$ cat config.mk
export PLATFORM = sky130hd
export DESIGN_NAME = md_unit_flat
export DESIGN_NICKNAME = d
export VERILOG_FILES = /design/src/rtl/md_unit_if.sv /design/src/rtl/md_unit.sv /design/src/flat_wrapper.sv
export SDC_FILE = /design/constraint.sdc
export NUM_CORES = 1
export LEC_CHECK = 0
export BUFFER_PORTS_ARGS = -buffer_cell sky130_fd_sc_hd__buf_2
export CORE_MARGIN = 2
export CORE_UTILIZATION = 55
export CTS_CLUSTER_DIAMETER = 80
export CTS_CLUSTER_SIZE = 24
export DETAILED_ROUTE_END_ITERATION = 7
export PLACE_DENSITY = 0.74
export SLEW_MARGIN = 10
export SYNTH_ARGS = -nofsm -noshare
export SYNTH_HDL_FRONTEND = slang
export SYNTH_SLANG_ARGS = --single-unit
$ cat constraint.sdc
create_clock -name clk -period 9.9 [get_ports clk]
set_clock_uncertainty 0.15 [all_clocks]
set_input_delay 1.98 -clock clk [delete_from_list [all_inputs] [get_ports clk]]
set_output_delay 1.98 -clock clk [all_outputs]
set_load 0.01 [all_outputs]
$ cat src/rtl/md_unit_if.sv
`timescale 1ns/1ps
// Issue/result bundle between the EX stage and the multiply/divide unit.
interface md_unit_if;
    logic        start;
    logic [2:0]  op;
    logic [31:0] in_1;
    logic [31:0] in_2;
    logic        flush;
    logic        busy;
    logic        done;
    logic [31:0] hi;
    logic [31:0] lo;

    modport master (output start, op, in_1, in_2, flush, input busy, done, hi, lo);
    modport slave  (input start, op, in_1, in_2, flush, output busy, done, hi, lo);
endinterface

$ cat src/rtl/md_unit.sv
`timescale 1ns/1ps
// Iterative MULT/MULTU/DIV/DIVU with HI/LO; 34-cycle issue-to-done (2 on div-by-zero), MTHI/MTLO 1 cycle.
// No backpressure: start is ignored while busy; flush aborts and suppresses the HI/LO write.
module md_unit #(
    parameter logic [31:0] DIV0_LO = 32'hFFFFFFFF
) (
    input  logic     clk,
    input  logic     reset_n,
    md_unit_if.slave bus
);

    localparam logic [1:0] IDLE = 2'b00;
    localparam logic [1:0] RUN  = 2'b01;
    localparam logic [1:0] FIN  = 2'b10;

    logic [1:0]  state;
    logic [4:0]  cnt;
    logic [64:0] acc;
    logic [31:0] mcand;
    logic        is_div;
    logic        neg_res;
    logic        neg_rem;
    logic        div0;
    logic [31:0] hi_q;
    logic [31:0] lo_q;
    logic        done_q;

    logic        op_div;
    logic        op_sgn;
    logic [31:0] a_mag;
    logic [31:0] b_mag;
    logic [32:0] mul_sum;
    logic [32:0] div_trial;
    logic [64:0] acc_step;
    logic [63:0] prod_fix;
    logic [31:0] quo_fix;
    logic [31:0] rem_fix;

    assign op_div = bus.op[1];
    assign op_sgn = ~bus.op[0];
    assign a_mag  = (op_sgn && bus.in_1[31]) ? (~bus.in_1 + 32'd1) : bus.in_1;
    assign b_mag  = (op_sgn && bus.in_2[31]) ? (~bus.in_2 + 32'd1) : bus.in_2;

    // acc holds {carry, acc, multiplier} for multiply and {rem[32:0], quotient} for divide
    always_comb begin
        mul_sum   = {1'b0, acc[63:32]} + {1'b0, mcand};
        div_trial = acc[63:31] - {1'b0, mcand};
        acc_step  = acc;
        if (!is_div) begin
            acc_step = acc[0] ? {1'b0, mul_sum, acc[31:1]} : {1'b0, acc[64:1]};
        end else begin
            acc_step = div_trial[32] ? {acc[63:0], 1'b0} : {div_trial, acc[30:0], 1'b1};
        end
    end

    assign prod_fix = neg_res ? (~acc[63:0] + 64'd1)  : acc[63:0];
    assign quo_fix  = neg_res ? (~acc[31:0] + 32'd1)  : acc[31:0];
    assign rem_fix  = neg_rem ? (~acc[63:32] + 32'd1) : acc[63:32];

    always_ff @(posedge clk or negedge reset_n) begin
        if (!reset_n) begin
            state   <= IDLE;
            cnt     <= 5'd0;
            acc     <= 65'd0;
            mcand   <= 32'd0;
            is_div  <= 1'b0;
            neg_res <= 1'b0;
            neg_rem <= 1'b0;
            div0    <= 1'b0;
            hi_q    <= 32'd0;
            lo_q    <= 32'd0;
            done_q  <= 1'b0;
        end else begin
            done_q <= 1'b0;
            if (bus.flush) begin
                state <= IDLE;
            end else begin
                case (state)
                    IDLE: begin
                        if (bus.start) begin
                            if (bus.op == 3'b100) begin
                                hi_q <= bus.in_1;
                            end else if (bus.op == 3'b101) begin
                                lo_q <= bus.in_1;
                            end else if (!bus.op[2]) begin
                                is_div  <= op_div;
                                neg_res <= op_sgn && (bus.in_1[31] ^ bus.in_2[31]);
                                neg_rem <= op_sgn && bus.in_1[31];
                                mcand   <= op_div ? b_mag : a_mag;
                                cnt     <= 5'd31;
                                if (op_div && (bus.in_2 == 32'd0)) begin
                                    // HI must return the dividend exactly as issued
                                    div0  <= 1'b1;
                                    acc   <= {33'd0, bus.in_1};
                                    state <= FIN;
                                end else begin
                                    div0  <= 1'b0;
                                    acc   <= {33'd0, op_div ? a_mag : b_mag};
                                    state <= RUN;
                                end
                            end
                        end
                    end
                    RUN: begin
                        acc <= acc_step;
                        cnt <= cnt - 5'd1;
                        if (cnt == 5'd0) begin
                            state <= FIN;
                        end
                    end
                    FIN: begin
                        if (div0) begin
                            hi_q <= acc[31:0];
                            lo_q <= DIV0_LO;
                        end else if (is_div) begin
                            hi_q <= rem_fix;
                            lo_q <= quo_fix;
                        end else begin
                            hi_q <= prod_fix[63:32];
                            lo_q <= prod_fix[31:0];
                        end
                        done_q <= 1'b1;
                        state  <= IDLE;
                    end
                    default: state <= IDLE;
                endcase
            end
        end
    end

    assign bus.busy = (state != IDLE);
    assign bus.done = done_q;
    assign bus.hi   = hi_q;
    assign bus.lo   = lo_q;

endmodule

$ cat src/flat_wrapper.sv
// flat-port wrapper written by rule: the top's interface ports become plain ports
module md_unit_flat 
#(
    parameter logic [31:0] DIV0_LO = 32'hFFFFFFFF
)
  (clk, reset_n, bus_start, bus_op, bus_in_1, bus_in_2, bus_flush, bus_busy, bus_done, bus_hi, bus_lo);
  md_unit_if bus_i ();
  input  logic clk;
  input  logic reset_n;
  input wire logic [$bits(bus_i.start)-1:0] bus_start;
  input wire logic [$bits(bus_i.op)-1:0] bus_op;
  input wire logic [$bits(bus_i.in_1)-1:0] bus_in_1;
  input wire logic [$bits(bus_i.in_2)-1:0] bus_in_2;
  input wire logic [$bits(bus_i.flush)-1:0] bus_flush;
  output wire logic [$bits(bus_i.busy)-1:0] bus_busy;
  output wire logic [$bits(bus_i.done)-1:0] bus_done;
  output wire logic [$bits(bus_i.hi)-1:0] bus_hi;
  output wire logic [$bits(bus_i.lo)-1:0] bus_lo;
  assign bus_i.start = bus_start;
  assign bus_i.op = bus_op;
  assign bus_i.in_1 = bus_in_1;
  assign bus_i.in_2 = bus_in_2;
  assign bus_i.flush = bus_flush;
  assign bus_busy = bus_i.busy;
  assign bus_done = bus_i.done;
  assign bus_hi = bus_i.hi;
  assign bus_lo = bus_i.lo;
  md_unit #(.DIV0_LO(DIV0_LO)) u_core (.clk(clk), .reset_n(reset_n), .bus(bus_i));
endmodule
==> results.toml <==
[status]
status = "finished clean"

[floorplanning]
ios = 137
coreArea_sq_um = 28600
num_rows = 62
start_util_pct = 55.8
dieArea_sq_um = 30400
die_y_um = 174
die_w_um = 174

[sta]
rsz0062_at_grt = "no"
finalSetupViolCount = 0
maxSlewHeadroom_pct = 22.7
final.period_utilization_pct = 55.8
fin_ws_ns = 4.38
finalSetupTns_ns = 0
tightestPinTransition_ns = 1.16
period_needed_ns = 5.52
hold_violations = 0
slew_viol_final = 0
fmax_mhz = 181

[grt]
grt_usage_pct = 36.8
grt.met1_usage_pct = 51.3
overflow = 0
use_met2_pct = 57.0
antenna_found_initial = 1
grt_pass1_wl_mm = 88.3
grt_pass1_vias = 15300
grt_max_degree = 84
grt.busiest_layer = "met2"
grt_use_met3_pct = 6.32

[logic_synthesis]
netlist_area_sq_um = 16000
synthCells = 2121
yosysMostFrequentCell = "nand2_1"
synth_ff_type = "dfrtp_1"
yosysWarnings = 0
synth.avg_cell_area_sq_um = 7.53
synth_edf_count = 0
synth_common_cells = "nand2_1 (246), o21ai_0 (236), a21oi_1 (197)"
synth_top_area_share_pct = 27.1
yosysSeqAreaShare_pct = 27.1
synth_top_area_cell = "dfrtp_1"
ys_top_cells_by_area = "dfrtp_1 (27%), o21ai_0 (7.4%), a21oi_1 (6.2%), xnor2_1 (5.8%), nand2_1 (5.8%)"
synth_async_sr_flop_share_pct = 100
synth_seq_cells = 173
ys_types = 76
syn_nets = 2265

[power]
p_total_w = 0.00654
leakage_nw = 7.59
irDropWorstVdd_mv = 0.233
powerDensity_nw_per_um2 = 377

[critical_path]
worstPathArrival_ns = 5.71
path_buf_inv = 2
slowest_delay_ns = 0.50
start_kind = "flop"
path_class = "reg2reg"
critPathCaptureType = "flop"
slowest_stage = "dfrtp_1"
cp_cell_sequence = "inv_1 > ha_1 > fa_1 > nand2b_1 > a21oi_1 > o21ai_0 > o211ai_1 > a31oi_1 > o21ai_0 > a31o_2 > nand3_1 > nand2_1 > ha_1 > buf_4 > nand2_1 > nor4_1 > a311oi_1 > a32o_1"
cpLargestDelayFamily = "compound AO/OA/AOI/OAI gates"
worstPathMaxFanout = 43
required_ns = 10.09

[clock_tree]
clk_pin_slew_ns = 0.08
htreeDepth = 4
cts-root-buf = "clkbuf_16"
numCtsBuffers = 17
clock_sinks = 173
ctsHoldBuffers = 0
clk_latency_ns = 0.45
cts_setup_buffers = 0
tritoncts = "yes"
clock_tree.buffer_depth = 2
cts_resized = 0

[detailed_routing]
drt-initial-drc-count = 2017
wire_per_inst_um = 22.3
drc_errors = 0
dr_total_vias = 16700
routed_wl_mm = 56.6
dr.pass1.iters = 6
viasPerCell = 6.56
drtAntennaViolNets = 0

[place]
dp.cells = 2513
io_buffers = 136
pre_cts_ws_ns = 4.46
hpwl_mm = 41.9
gp_congestion = 0.990

[cells_and_area]
fin_util_pct = 60.7
area_delta_synth_final_pct = 8.64
n_antenna_cell = 0
final_cells = 2543
drive_above_1_share_pct = 10.8
fin_nets = 2292

[job]
drv_cap = 0

[hold_path]
hold_path.class = "reg2reg"
-- tightest hold or removal path: cells and delay by family, from the launching register on --
| family | cells | cell delay, ns |
|---|---|---|
| DFF | 1 | 0.34 |
| AOI/OAI and AO/OA | 1 | 0.06 |
| and+or+nand+nor | 1 | 0.04 |
-- layout make-up --
class	instances	area [sq um]
fill	2659	11300
timing repair buffer	166	915
clock buffer	18	439
clock inverter	12	161
sequential	173	4330
multi-input combinational	1727	10800
tap	384	480
inverter	63	236
-- cell usage in the layout, fill, tap and decap left out, types with 9 or more instances in the layout --
cell type	Yosys	final
dfrtp_1	173	172
o21ai_0	236	236
o31ai_1	29	29
a211oi_1	45	45
xor2_1	63	63
or3_1	23	22
inv_1	61	61
a221o_1	9	9
o211ai_1	28	28
a21oi_1	197	197
and3_1	15	15
nor2b_1	27	25
nand4_1	9	9
mux2_2	9	9
a31oi_1	25	25
o22ai_1	51	51
buf_4	3	31
buf_2	3	134
nor3_1	48	47
clkbuf_16	0	17
nand2b_1	28	28
mux2i_1	50	50
nand3_1	28	28
o41ai_1	10	10
a22o_1	13	13
ha_1	71	71
or4_1	11	11
nand2_1	246	246
xnor2_1	106	106
nor4_1	20	20
a21o_1	36	36
o221ai_1	9	9
nor2_1	176	175
-- per-layer routing --
| metal | part of all wire (%) | up-vias | wire, um |
|---|---|---|---|
| met2 | 44 | 949 | 24900 |
| met4 | 3.6 | 2 | 2050 |
| met3 | 9.9 | 109 | 5620 |
| met1 | 42 | 7860 | 24100 |
| met5 | 0.023 | - | 13 |
| li1 | - | 7752 | - |
-- stage by stage --
| step | cell area, sq um | hold WS (ns) |
|---|---|---|
| global route | 17400 | 0.343 |
| floorplan | 16000 | 0.317 |
| global placement | 16800 | 0.306 |
| CTS | 17400 | 0.330 |
| finish | 17400 | 0.324 |
| detailed placement | 16800 | 0.315 |
-- cell families after synthesis --
| kind of cell | Yosys count | synth area share [%] |
|---|---|---|
| AOI/OAI and AO/OA | 753 | 28.9 |
| and+or+nand+nor | 673 | 19.6 |
| buffers and inverters | 221 | 5.56 |
| DFF | 173 | 27.1 |
| xor gates and xnor gates | 169 | 9.26 |
| adders and majority gates | 73 | 5.81 |
| muxes | 59 | 3.77 |
-- report_power, final --
part / leakage [nW] / internal (W) / switching (W) / total [W]
registers: 2.15 / 0.00104 / 0.000512 / 0.00155
logic: 5.15 / 0.00166 / 0.00261 / 0.00426
clock network: 0.291 / 0.000406 / 0.000322 / 0.000728
-- registers in the layout, summed over array words and instances, names as in the netlist --
| signal | flops |
|---|---|
| u_core.acc | 65 |
| u_core.bus.hi | 32 |
| u_core.bus.lo | 32 |
| u_core.mcand | 32 |
| u_core.cnt | 5 |
| u_core.state | 2 |
| u_core.bus.done | 1 |
| u_core.div0 | 1 |
| u_core.is_div | 1 |
| u_core.neg_rem | 1 |
| u_core.neg_res | 1 |
-- final timing paths --
| path | start | slack, ns | cells past startpoint | to |
|---|---|---|---|---|
| worst max-delay path | u_core.acc[31] | 4.38 | 18 | u_core.acc[53] |
| worst min-delay path | u_core.bus.hi[10] | 0.32 | 2 | u_core.bus.hi[10] |
| worst max register to register | u_core.acc[31] | 4.38 | 18 | u_core.acc[53] |
| worst min register to register | u_core.bus.hi[10] | 0.32 | 2 | u_core.bus.hi[10] |
| max in group asynchronous | reset_n | 6.34 | 3 | u_core.acc[41] |
| min in group asynchronous | reset_n | 1.39 | 1 | u_core.bus.lo[2] |
No activity file was read; power rests on OpenSTA's default activity.
